===== config.mk =====
export PLATFORM = sky130hd
export DESIGN_NAME = sd_spi_master_flat
export DESIGN_NICKNAME = d
export VERILOG_FILES = /design/src/rtl/sd_spi_pkg.sv /design/src/rtl/sd_spi_if.sv /design/src/rtl/sd_spi_clkdiv.sv /design/src/rtl/sd_spi_master.sv /design/src/flat_wrapper.sv
export SDC_FILE = /design/constraint.sdc
export NUM_CORES = 1
export LEC_CHECK = 0
export BUFFER_PORTS_ARGS = -buffer_cell sky130_fd_sc_hd__buf_2
export CAP_MARGIN = 10
export CORE_AREA = 2 2 71 73
export CTS_CLUSTER_SIZE = 14
export DETAILED_ROUTE_END_ITERATION = 12
export DIE_AREA = 0 0 73 75
export PLACE_DENSITY_LB_ADDON = 0.12
export REMOVE_ABC_BUFFERS = 1
export SETUP_SLACK_MARGIN = 0.1
export SLEW_MARGIN = 0
export SYNTH_ARGS = -nofsm -noshare
export SYNTH_HDL_FRONTEND = slang
export SYNTH_SLANG_ARGS = --single-unit

===== constraint.sdc =====
create_clock -name MHZ48 -period 2.86 [get_ports MHZ48]
set_input_delay 0.572 -clock MHZ48 [delete_from_list [all_inputs] [get_ports MHZ48]]
set_output_delay 0.572 -clock MHZ48 [all_outputs]
set_load 0.02 [all_outputs]

===== src/rtl/sd_spi_pkg.sv =====
// ============================================================================
// Module   : sd_spi_pkg
// Brief    : Shared constants, register map and FSM encoding for the SD SPI
//            master.
// Revision : 1.0 - initial release
// ============================================================================
`default_nettype none

package sd_spi_pkg;

    localparam logic [7:0] DIV_RESET_DEFAULT = 8'd59;

    localparam logic [1:0] ADDR_DATA = 2'd0;
    localparam logic [1:0] ADDR_CTRL = 2'd1;
    localparam logic [1:0] ADDR_DIV  = 2'd2;
    localparam logic [1:0] ADDR_NONE = 2'd3;

    localparam int STAT_NSD0 = 0;
    localparam int STAT_NSD1 = 1;
    localparam int STAT_BUSY = 4;
    localparam int STAT_DONE = 5;
    localparam int STAT_OVR  = 6;
    localparam int STAT_IEN  = 7;

    localparam int CTRL_NSD0    = 0;
    localparam int CTRL_NSD1    = 1;
    localparam int CTRL_OVR_CLR = 6;
    localparam int CTRL_IEN     = 7;

    typedef enum logic [1:0] {
        ST_IDLE = 2'd0,
        ST_LOW  = 2'd1,
        ST_HIGH = 2'd2
    } spi_state_e;

endpackage

`default_nettype wire


===== src/rtl/sd_spi_if.sv =====
// ============================================================================
// Module   : sd_spi_if
// Brief    : CPU register bus and SPI pins of the SD SPI master.
//            IRQ exists only when SD_SPI_IRQ_EN is defined.
// Revision : 1.0 - initial release
// ============================================================================
`default_nettype none

interface sd_spi_if;
    logic       CS;
    logic       RW;
    logic [1:0] A;
    logic [7:0] DIN;
    logic [7:0] DOUT;
    logic       SCLK;
    logic       MOSI;
    logic       MISO;
    logic       nSD0;
    logic       nSD1;
`ifdef SD_SPI_IRQ_EN
    logic       IRQ;

    modport master (input CS, RW, A, DIN, MISO, output DOUT, SCLK, MOSI, nSD0, nSD1, IRQ);
    modport slave  (output CS, RW, A, DIN, MISO, input DOUT, SCLK, MOSI, nSD0, nSD1, IRQ);
`else
    modport master (input CS, RW, A, DIN, MISO, output DOUT, SCLK, MOSI, nSD0, nSD1);
    modport slave  (output CS, RW, A, DIN, MISO, input DOUT, SCLK, MOSI, nSD0, nSD1);
`endif
endinterface

`default_nettype wire


===== src/rtl/sd_spi_clkdiv.sv =====
// ============================================================================
// Module   : sd_spi_clkdiv
// Brief    : Half-period down-counter; o_tick marks the last cycle of a phase.
// Revision : 1.0 - initial release
// ============================================================================
`default_nettype none

module sd_spi_clkdiv (
    input  wire logic       clk,
    input  wire logic       rst,
    input  wire logic       i_load,
    input  wire logic [7:0] i_div,
    output logic            o_tick
);

    logic [7:0] cnt_q;
    logic [7:0] cnt_d;

    always_comb begin
        cnt_d = cnt_q;
        if (i_load) begin
            cnt_d = i_div;
        end else if (cnt_q != 8'd0) begin
            cnt_d = cnt_q - 8'd1;
        end
    end

    always_ff @(posedge clk or posedge rst) begin
        if (rst) begin
            cnt_q <= 8'd0;
        end else begin
            cnt_q <= cnt_d;
        end
    end

    assign o_tick = (cnt_q == 8'd0);

endmodule

`default_nettype wire


===== src/rtl/sd_spi_master.sv =====
// ============================================================================
// Module   : sd_spi_master
// Brief    : Byte-wide SPI mode-0 master for SD cards with CPU register port.
//            Define SD_SPI_IRQ_EN to add the IEN bit and the IRQ output.
// Revision : 1.0 - initial release
// ============================================================================
`default_nettype none

module sd_spi_master
    import sd_spi_pkg::*;
#(
    parameter logic [7:0] DIV_RESET = DIV_RESET_DEFAULT
) (
    input  wire logic  MHZ48,
    input  wire logic  RES,
    sd_spi_if.master   bus
);

    spi_state_e state_q, state_d;
    logic [7:0] tx_q, tx_d;
    logic [7:0] rx_shift_q, rx_shift_d;
    logic [7:0] rx_data_q, rx_data_d;
    logic [2:0] bit_q, bit_d;
    logic [7:0] div_q, div_d;
    logic       nsd0_q, nsd0_d;
    logic       nsd1_q, nsd1_d;
    logic       done_q, done_d;
    logic       ovr_q, ovr_d;

    logic       w_tick;
    logic       w_load;
    logic       w_busy;
    logic       w_wr;
    logic       w_rd_data;
    logic       w_done_set;
    logic       w_ien;
    logic [7:0] w_status;

    sd_spi_clkdiv u_clkdiv (
        .clk    (MHZ48),
        .rst    (RES),
        .i_load (w_load),
        .i_div  (div_q),
        .o_tick (w_tick)
    );

    assign w_busy    = (state_q != ST_IDLE);
    assign w_wr      = bus.CS & ~bus.RW;
    assign w_rd_data = bus.CS & bus.RW & (bus.A == ADDR_DATA);

    always_comb begin
        state_d    = state_q;
        tx_d       = tx_q;
        rx_shift_d = rx_shift_q;
        rx_data_d  = rx_data_q;
        bit_d      = bit_q;
        div_d      = div_q;
        nsd0_d     = nsd0_q;
        nsd1_d     = nsd1_q;
        done_d     = done_q;
        ovr_d      = ovr_q;
        w_load     = 1'b0;
        w_done_set = 1'b0;

        case (state_q)
            ST_IDLE: begin
                if (w_wr && (bus.A == ADDR_DATA)) begin
                    state_d = ST_LOW;
                    bit_d   = 3'd0;
                    w_load  = 1'b1;
                end
            end
            ST_LOW: begin
                if (w_tick) begin
                    state_d    = ST_HIGH;
                    w_load     = 1'b1;
                    rx_shift_d = {rx_shift_q[6:0], bus.MISO};
                end
            end
            ST_HIGH: begin
                if (w_tick) begin
                    w_load = 1'b1;
                    if (bit_q == 3'd7) begin
                        state_d    = ST_IDLE;
                        rx_data_d  = rx_shift_q;
                        w_done_set = 1'b1;
                    end else begin
                        state_d = ST_LOW;
                        bit_d   = bit_q + 3'd1;
                        tx_d    = {tx_q[6:0], 1'b0};
                    end
                end
            end
            default: state_d = ST_IDLE;
        endcase

        // Writes are only honoured while idle; any attempt during a byte is an overrun.
        if (w_wr && (bus.A != ADDR_NONE) && !w_busy) begin
            case (bus.A)
                ADDR_DATA: tx_d = bus.DIN;
                ADDR_CTRL: begin
                    nsd0_d = bus.DIN[CTRL_NSD0];
                    nsd1_d = bus.DIN[CTRL_NSD1];
                    if (bus.DIN[CTRL_OVR_CLR]) begin
                        ovr_d = 1'b0;
                    end
                end
                ADDR_DIV:  div_d = bus.DIN;
                default:   ;
            endcase
        end
        if (w_wr && (bus.A != ADDR_NONE) && w_busy) begin
            ovr_d = 1'b1;
        end

        if (w_rd_data) begin
            done_d = 1'b0;
        end
        if (w_done_set) begin
            done_d = 1'b1;
        end
    end

    always_ff @(posedge MHZ48 or posedge RES) begin
        if (RES) begin
            state_q    <= ST_IDLE;
            tx_q       <= 8'h00;
            rx_shift_q <= 8'h00;
            rx_data_q  <= 8'h00;
            bit_q      <= 3'd0;
            div_q      <= DIV_RESET;
            nsd0_q     <= 1'b1;
            nsd1_q     <= 1'b1;
            done_q     <= 1'b0;
            ovr_q      <= 1'b0;
        end else begin
            state_q    <= state_d;
            tx_q       <= tx_d;
            rx_shift_q <= rx_shift_d;
            rx_data_q  <= rx_data_d;
            bit_q      <= bit_d;
            div_q      <= div_d;
            nsd0_q     <= nsd0_d;
            nsd1_q     <= nsd1_d;
            done_q     <= done_d;
            ovr_q      <= ovr_d;
        end
    end

`ifdef SD_SPI_IRQ_EN
    logic ien_q, ien_d;

    always_comb begin
        ien_d = ien_q;
        if (w_wr && (bus.A == ADDR_CTRL) && !w_busy) begin
            ien_d = bus.DIN[CTRL_IEN];
        end
    end

    always_ff @(posedge MHZ48 or posedge RES) begin
        if (RES) begin
            ien_q <= 1'b0;
        end else begin
            ien_q <= ien_d;
        end
    end

    assign w_ien   = ien_q;
    assign bus.IRQ = done_q & ien_q;
`else
    assign w_ien = 1'b0;
`endif

    always_comb begin
        w_status            = 8'h00;
        w_status[STAT_NSD0] = nsd0_q;
        w_status[STAT_NSD1] = nsd1_q;
        w_status[STAT_BUSY] = w_busy;
        w_status[STAT_DONE] = done_q;
        w_status[STAT_OVR]  = ovr_q;
        w_status[STAT_IEN]  = w_ien;
    end

    always_comb begin
        bus.DOUT = 8'h00;
        case (bus.A)
            ADDR_DATA: bus.DOUT = rx_data_q;
            ADDR_CTRL: bus.DOUT = w_status;
            ADDR_DIV:  bus.DOUT = div_q;
            ADDR_NONE: bus.DOUT = 8'h00;
            default:   bus.DOUT = 8'h00;
        endcase
    end

    // Mode 0: clock idles low and MOSI idles high between bytes.
    assign bus.SCLK = (state_q == ST_HIGH);
    assign bus.MOSI = (state_q == ST_IDLE) ? 1'b1 : tx_q[7];
    assign bus.nSD0 = nsd0_q;
    assign bus.nSD1 = nsd1_q;

endmodule

`default_nettype wire


===== src/flat_wrapper.sv =====
// flat-port wrapper written by rule: the top's interface ports become plain ports
module sd_spi_master_flat import sd_spi_pkg::*;
#(
    parameter logic [7:0] DIV_RESET = DIV_RESET_DEFAULT
)
  (MHZ48, RES, bus_CS, bus_RW, bus_A, bus_DIN, bus_MISO, bus_DOUT, bus_SCLK, bus_MOSI, bus_nSD0, bus_nSD1);
  sd_spi_if bus_i ();
  input  wire logic MHZ48;
  input  wire logic RES;
  input wire logic [$bits(bus_i.CS)-1:0] bus_CS;
  input wire logic [$bits(bus_i.RW)-1:0] bus_RW;
  input wire logic [$bits(bus_i.A)-1:0] bus_A;
  input wire logic [$bits(bus_i.DIN)-1:0] bus_DIN;
  input wire logic [$bits(bus_i.MISO)-1:0] bus_MISO;
  output wire logic [$bits(bus_i.DOUT)-1:0] bus_DOUT;
  output wire logic [$bits(bus_i.SCLK)-1:0] bus_SCLK;
  output wire logic [$bits(bus_i.MOSI)-1:0] bus_MOSI;
  output wire logic [$bits(bus_i.nSD0)-1:0] bus_nSD0;
  output wire logic [$bits(bus_i.nSD1)-1:0] bus_nSD1;
  assign bus_i.CS = bus_CS;
  assign bus_i.RW = bus_RW;
  assign bus_i.A = bus_A;
  assign bus_i.DIN = bus_DIN;
  assign bus_i.MISO = bus_MISO;
  assign bus_DOUT = bus_i.DOUT;
  assign bus_SCLK = bus_i.SCLK;
  assign bus_MOSI = bus_i.MOSI;
  assign bus_nSD0 = bus_i.nSD0;
  assign bus_nSD1 = bus_i.nSD1;
  sd_spi_master #(.DIV_RESET(DIV_RESET)) u_core (.MHZ48(MHZ48), .RES(RES), .bus(bus_i));
endmodule

; After elaboration in Yosys (flattened, before gate mapping)
; Cells that the tools add are included.
[totals]
regBits = 49
latchBits = 0
ram_bits = 0
mem_bits_ro = 0
n_memories = 0
[classes]
n_addsub = 2
multipliers = 0
div_mod_pow = 0
n_lt_le_gt_ge = 0
n_eq_ne = 11
shifts = 0
muxes = 30
bitwise_logic = 4
reduce_logical = 24
[ops]
columns = cell, count
row1 = $mux 8, 7
row2 = $pmux 8 s4, 1
row3 = $reduce_bool 2->1, 7
row4 = $mux 1, 13
row5 = $mux 3, 3
row6 = $reduce_and 3->1, 3
row7 = $logic_not 8->1, 1
row8 = $reduce_bool 8->1, 1
row9 = $sub 8x1->8 const B, 1
row10 = $eq 2x2->1 const B, 3
row11 = $mux 2, 3
row12 = $ne 2x2->1 const B, 3
row13 = $pmux 2 s3, 1
row14 = $pmux 3 s2, 1
row15 = $reduce_and 2->1, 3
row16 = $eq 2x1->1 const B, 2
row17 = $logic_and 1x1->1, 4
row18 = $logic_not 2->1, 2
row19 = $ne 2x1->1 const B, 2
row20 = $reduce_and 4->1, 1
row21 = $add 3x1->3 const B, 1
row22 = $and 1x1->1, 3
row23 = $eq 3x3->1 const B, 1
row24 = $pmux 1 s2, 1
row25 = other kinds (3), 3

; Logic depth before layout (Yosys ltp)
[depth]
word_depth = 6
ltp_mapped = 6
ltp_nobuf = 6

; By module
; A second synthesis with hierarchy kept.
[unflattened]
hier_cells = 226
hier_area_um2 = 2603.7
[by_module_without_submodules]
columns = module, instances, cells_each, area_per_inst_um2
row1 = sd_spi_master, 1, 170, 2107.0
row2 = sd_spi_clkdiv, 1, 56, 496.7

; Worst setup path before layout
; OpenSTA, ideal clock, no wires.
[synth_timing]
path_type = in2out
from = input bus_A[0]
to = output bus_DOUT[0]
arrival_ns = 1.505
required_ns = 2.288
setup_slack_ns = 0.783
path_stages = 3
n_path_buf = 1
cell_sequence = buf_1 -> mux2i_1 -> o21ai_0
[synth_via]
elab_chain_len = 2
[synth_rtl]
columns = item, line
row1 = start: declaration, flat_wrapper.sv:12  ; input wire logic [$bits(bus_i.A)-1:0] bus_A;
row2 = $eq 2x2->1 (tied with other cells), sd_spi_master.sv:186  ; case (bus.A)
row3 = $pmux 8 s4 (*), sd_spi_master.sv:186
row4 = end: declaration, flat_wrapper.sv:15  ; output wire logic [$bits(bus_i.DOUT)-1:0] bus_DOUT;
; Every way passes the cells marked *; elsewhere a longest branch is shown, timed or not.

; Worst setup path in the final report
[layout_timing]
from = register u_core.state_q[0]
to = output bus_DOUT[4]
[layout_via]
elab_chain_len = 2
[layout_rtl]
columns = item, line
row1 = start: declaration, sd_spi_master.sv:19  ; spi_state_e state_q, state_d;
row2 = start signal: assignment, sd_spi_master.sv:137  ; state_q <= state_d;
row3 = $reduce_bool 2->1, sd_spi_master.sv:47  ; assign w_busy = (state_q != ST_IDLE);
row4 = $pmux 8 s4, sd_spi_master.sv:186
; Every way passes these cells.

==> impl_results.md <==
* Sequential Power Share at 0.444
* Cts hold-fix bufs at 0
* First-pass GRT wire length at 7980 µm
* Post-Syn Area at 2480 µm²
* Hold Vio Cnt, Final at 0
* YS warnings at 0
* Slew HR at 0.656
* Cell Int Power at 1.66 mW
* Leading area contributor after synthesis: dfrtp_1
* CP Class: register to output pin
* Sw frac at 0.345
* Layout cell share with drive strength beyond 1 at 0.358
* Power per cell area at 903 nW/µm²
* Via-per-instance ratio at 5.53
* Worst-path clk slew at 0.08 ns
* Largest net degree at the start of global routing at 29
* Reg2reg start: u_core.u_clkdiv.cnt_q[0]$_DFFE_PP0P_
* Die Y at 75 µm
* Final ANT Viol Nets at 0
* Routed vias at 1643
* Status: finished, final reports clean
* Arr. time, crit path at 1.77 ns
* Max-cap check violation count at 0
* Reg2reg setup slack at 0.74 ns
* Fmax at 0.428 GHz
* CP max FO at 6
* Fin cells at 297
* DIE WIDTH at 73 µm
* Worst Setup SP: u_core.state_q[0]$_DFFE_PP0P_
* Hold crit path type: primary input to async pin
* Psw at 0.873 mW
* Syn_area_per_cell at 11.8 µm²
* Io pins at 27
* Peak supply drop at 0.587 mV
* Initial antenna violation count at 0
* Crit. End Element: output pin
* Worst-skew pair later-pin latency at 0.30 ns
* CTS buffer count at 5
* Share of flip-flops with an asynchronous set or reset at 1.00
* Fin crit share at 0.817
* Initial Util at 0.533
* Final setup fails at 0
* Most frequent cell after synthesis: dfrtp_1
* Drt pass-1 iters at 4
* Dpl cells at 289
* Worst Reg-to-Reg Cells at 6
* CTS H-Tree Depth at 2
* # diodes at 0
* FF+latch count, synth at 49
* Final min period at 2.34 ns
* DRC errors left at 0
* Gr usage total at 0.195
* Final-layout fill cell count at 391
* Worst endpoint required time at 2.29 ns
* Wire per inst at 16.2 µm
* Clock power share at 0.201
* Number of DRC markers in iteration 0 at 104
* GPL Wtd Cong at 0.882
* Setup crit end: bus_DOUT[4]
* Total congestion overflow at 0
* Post-cts resize count at 0
* Startpoint Class: register
* Slew @ Worst Pin at 0.512 ns
* FF-to-FF End: u_core.u_clkdiv.cnt_q[4]$_DFFE_PP0P_
* Fin nets at 266
* Syn Inst Count at 210
* Top FF cell, synth: dfrtp_1
* Synth top area cells: dfrtp_1 42%, mux2_2 16%, dfstp_2 7.4%, mux2i_1 7.3%, ha_1 4.5%
* Yosys cell types at 41
* Postcts setup bufs at 0
* Detail Placement HPWL at 3570 µm
* Area growth from synthesis to layout at 12.9%
* Commonest cells post-synth: 42 x dfrtp_1, 35 x mux2_2, 18 x mux2i_1
* Reg area at 1230 µm²
* Maximum buffer depth of the clock tree at 2
* Die area at 5480 µm²
* P_leak at 1.40 nW
* I/O Buffers at 26
* Clock Sink Count at 49
* Unrepaired setup endpoints after global routing: no
* Core box area at 4660 µm²
* Clock skew at 0.00547 ns
* Top cell type's share of synthesized area at 0.423
* Vias in the first global route at 1605
* Comb pwr share at 0.355
* CTS root buf: clkbuf_8
* Slew Limit Fails at 0
* # rows at 25
* Area of the multi-input gates at 1200 µm²
* WL final at 4810 µm
* Sequential fraction of the synthesis area at 0.497
* CTS tree: yes
* Sum Neg Setup Slack at 0 ns
* Post-synth EDFFs at 0
## logic make-up after synthesis
family          synth area share
xor+xnor                 0.00705
simple gates               0.126
buf+inv                   0.0201
fa+ha+maj                 0.0453
mux                        0.231
flops                      0.497
compound gates            0.0730
## how the worst min path moves through the flow
stage	startpoint	endpoint	slack, ns	cells past startpoint
floorplan	u_core.done_q$_DFFE_PP0P_	u_core.done_q$_DFFE_PP0P_	0.46	2
global placement	u_core.done_q$_DFFE_PP0P_	u_core.done_q$_DFFE_PP0P_	0.48	2
detailed placement	u_core.done_q$_DFFE_PP0P_	u_core.done_q$_DFFE_PP0P_	0.49	2
CTS	RES	u_core.state_q[1]$_DFFE_PP0P_	0.30	2
global route	RES	u_core.tx_q[3]$_DFF_PP0_	0.32	2
finish	RES	u_core.tx_q[3]$_DFF_PP0_	0.29	2
## cell usage in the layout (no fill, tap or decap), drive strengths merged, types with 3 or more instances in the layout
| master | instances |
|---|---|
| o21ai | 11 |
| ha | 9 |
| nor3 | 3 |
| a21oi | 12 |
| mux2 | 35 |
| nand3 | 5 |
| inv | 9 |
| nor2 | 17 |
| dfrtp | 42 |
| buf | 29 |
| mux2i | 18 |
| dfstp | 7 |
| clkbuf | 7 |
| nand2 | 13 |
## power groups by stage
stage / Sequential, mW / Clock (mW) / Combinational, mW
6_report: 1.13 / 0.509 / 0.899
4_1_cts: 1.13 / 0.522 / 0.905
5_1_grt: 1.15 / 0.548 / 0.984
3_5_place_dp: 1.14 / 0 / 0.899
3_3_place_gp: 1.14 / 0 / 0.886
2_1_floorplan: 1.10 / 0 / 0.687
## cell type report
| type | count | area share |
|---|---|---|
| Inverter | 9 | 0.0120 |
| Clock inverter | 1 | 0.0107 |
| Clock buffer | 7 | 0.0308 |
| Tap cell | 54 | 0.0241 |
| Timing Repair Buffer | 29 | 0.0544 |
| Multi-Input combinational cell | 148 | 0.428 |
| Sequential cell | 49 | 0.440 |
## state kept, by name (all words and copies together) (netlist names)
register	flops
u_core.ovr_q	1
u_core.bit_q	3
u_core.rx_shift_q	8
u_core.div_q	8
u_core.bus.nSD0	1
u_core.bus.nSD1	1
u_core.rx_data_q	8
u_core.state_q	2
u_core.u_clkdiv.cnt_q	8
u_core.tx_q	8
u_core.done_q	1
## stage by stage
stage               total power, mW   util  area (µm²)  hold WS [ns]  setup WS (ns)
finish                         2.53  0.602        2810         0.287          0.522
global route                   2.69  0.602        2810         0.319          0.402
CTS                            2.55  0.602        2810         0.298          0.509
detailed placement             2.04  0.577        2690         0.488          0.679
global placement               2.03  0.577        2690         0.483          0.729
floorplan                      1.79      -        2470         0.462          0.840
## layer usage
metal,share of wire,vias up,global-route usage
met4,0.012,0,0.0617
met5,0,-,0
met3,0.043,5,0.0375
met2,0.46,42,0.304
li1,-,805,-
met1,0.48,791,0.277
## critical path, stage by stage, from the launching register on
cell	delay, ns
dfrtp_1	0.42
inv_1	0.08
ha_1	0.31
inv_1	0.19
mux2i_1	0.09
o21ai_0	0.17
buf_2	0.20
Note: power is estimated with default switching activity, not from simulation.
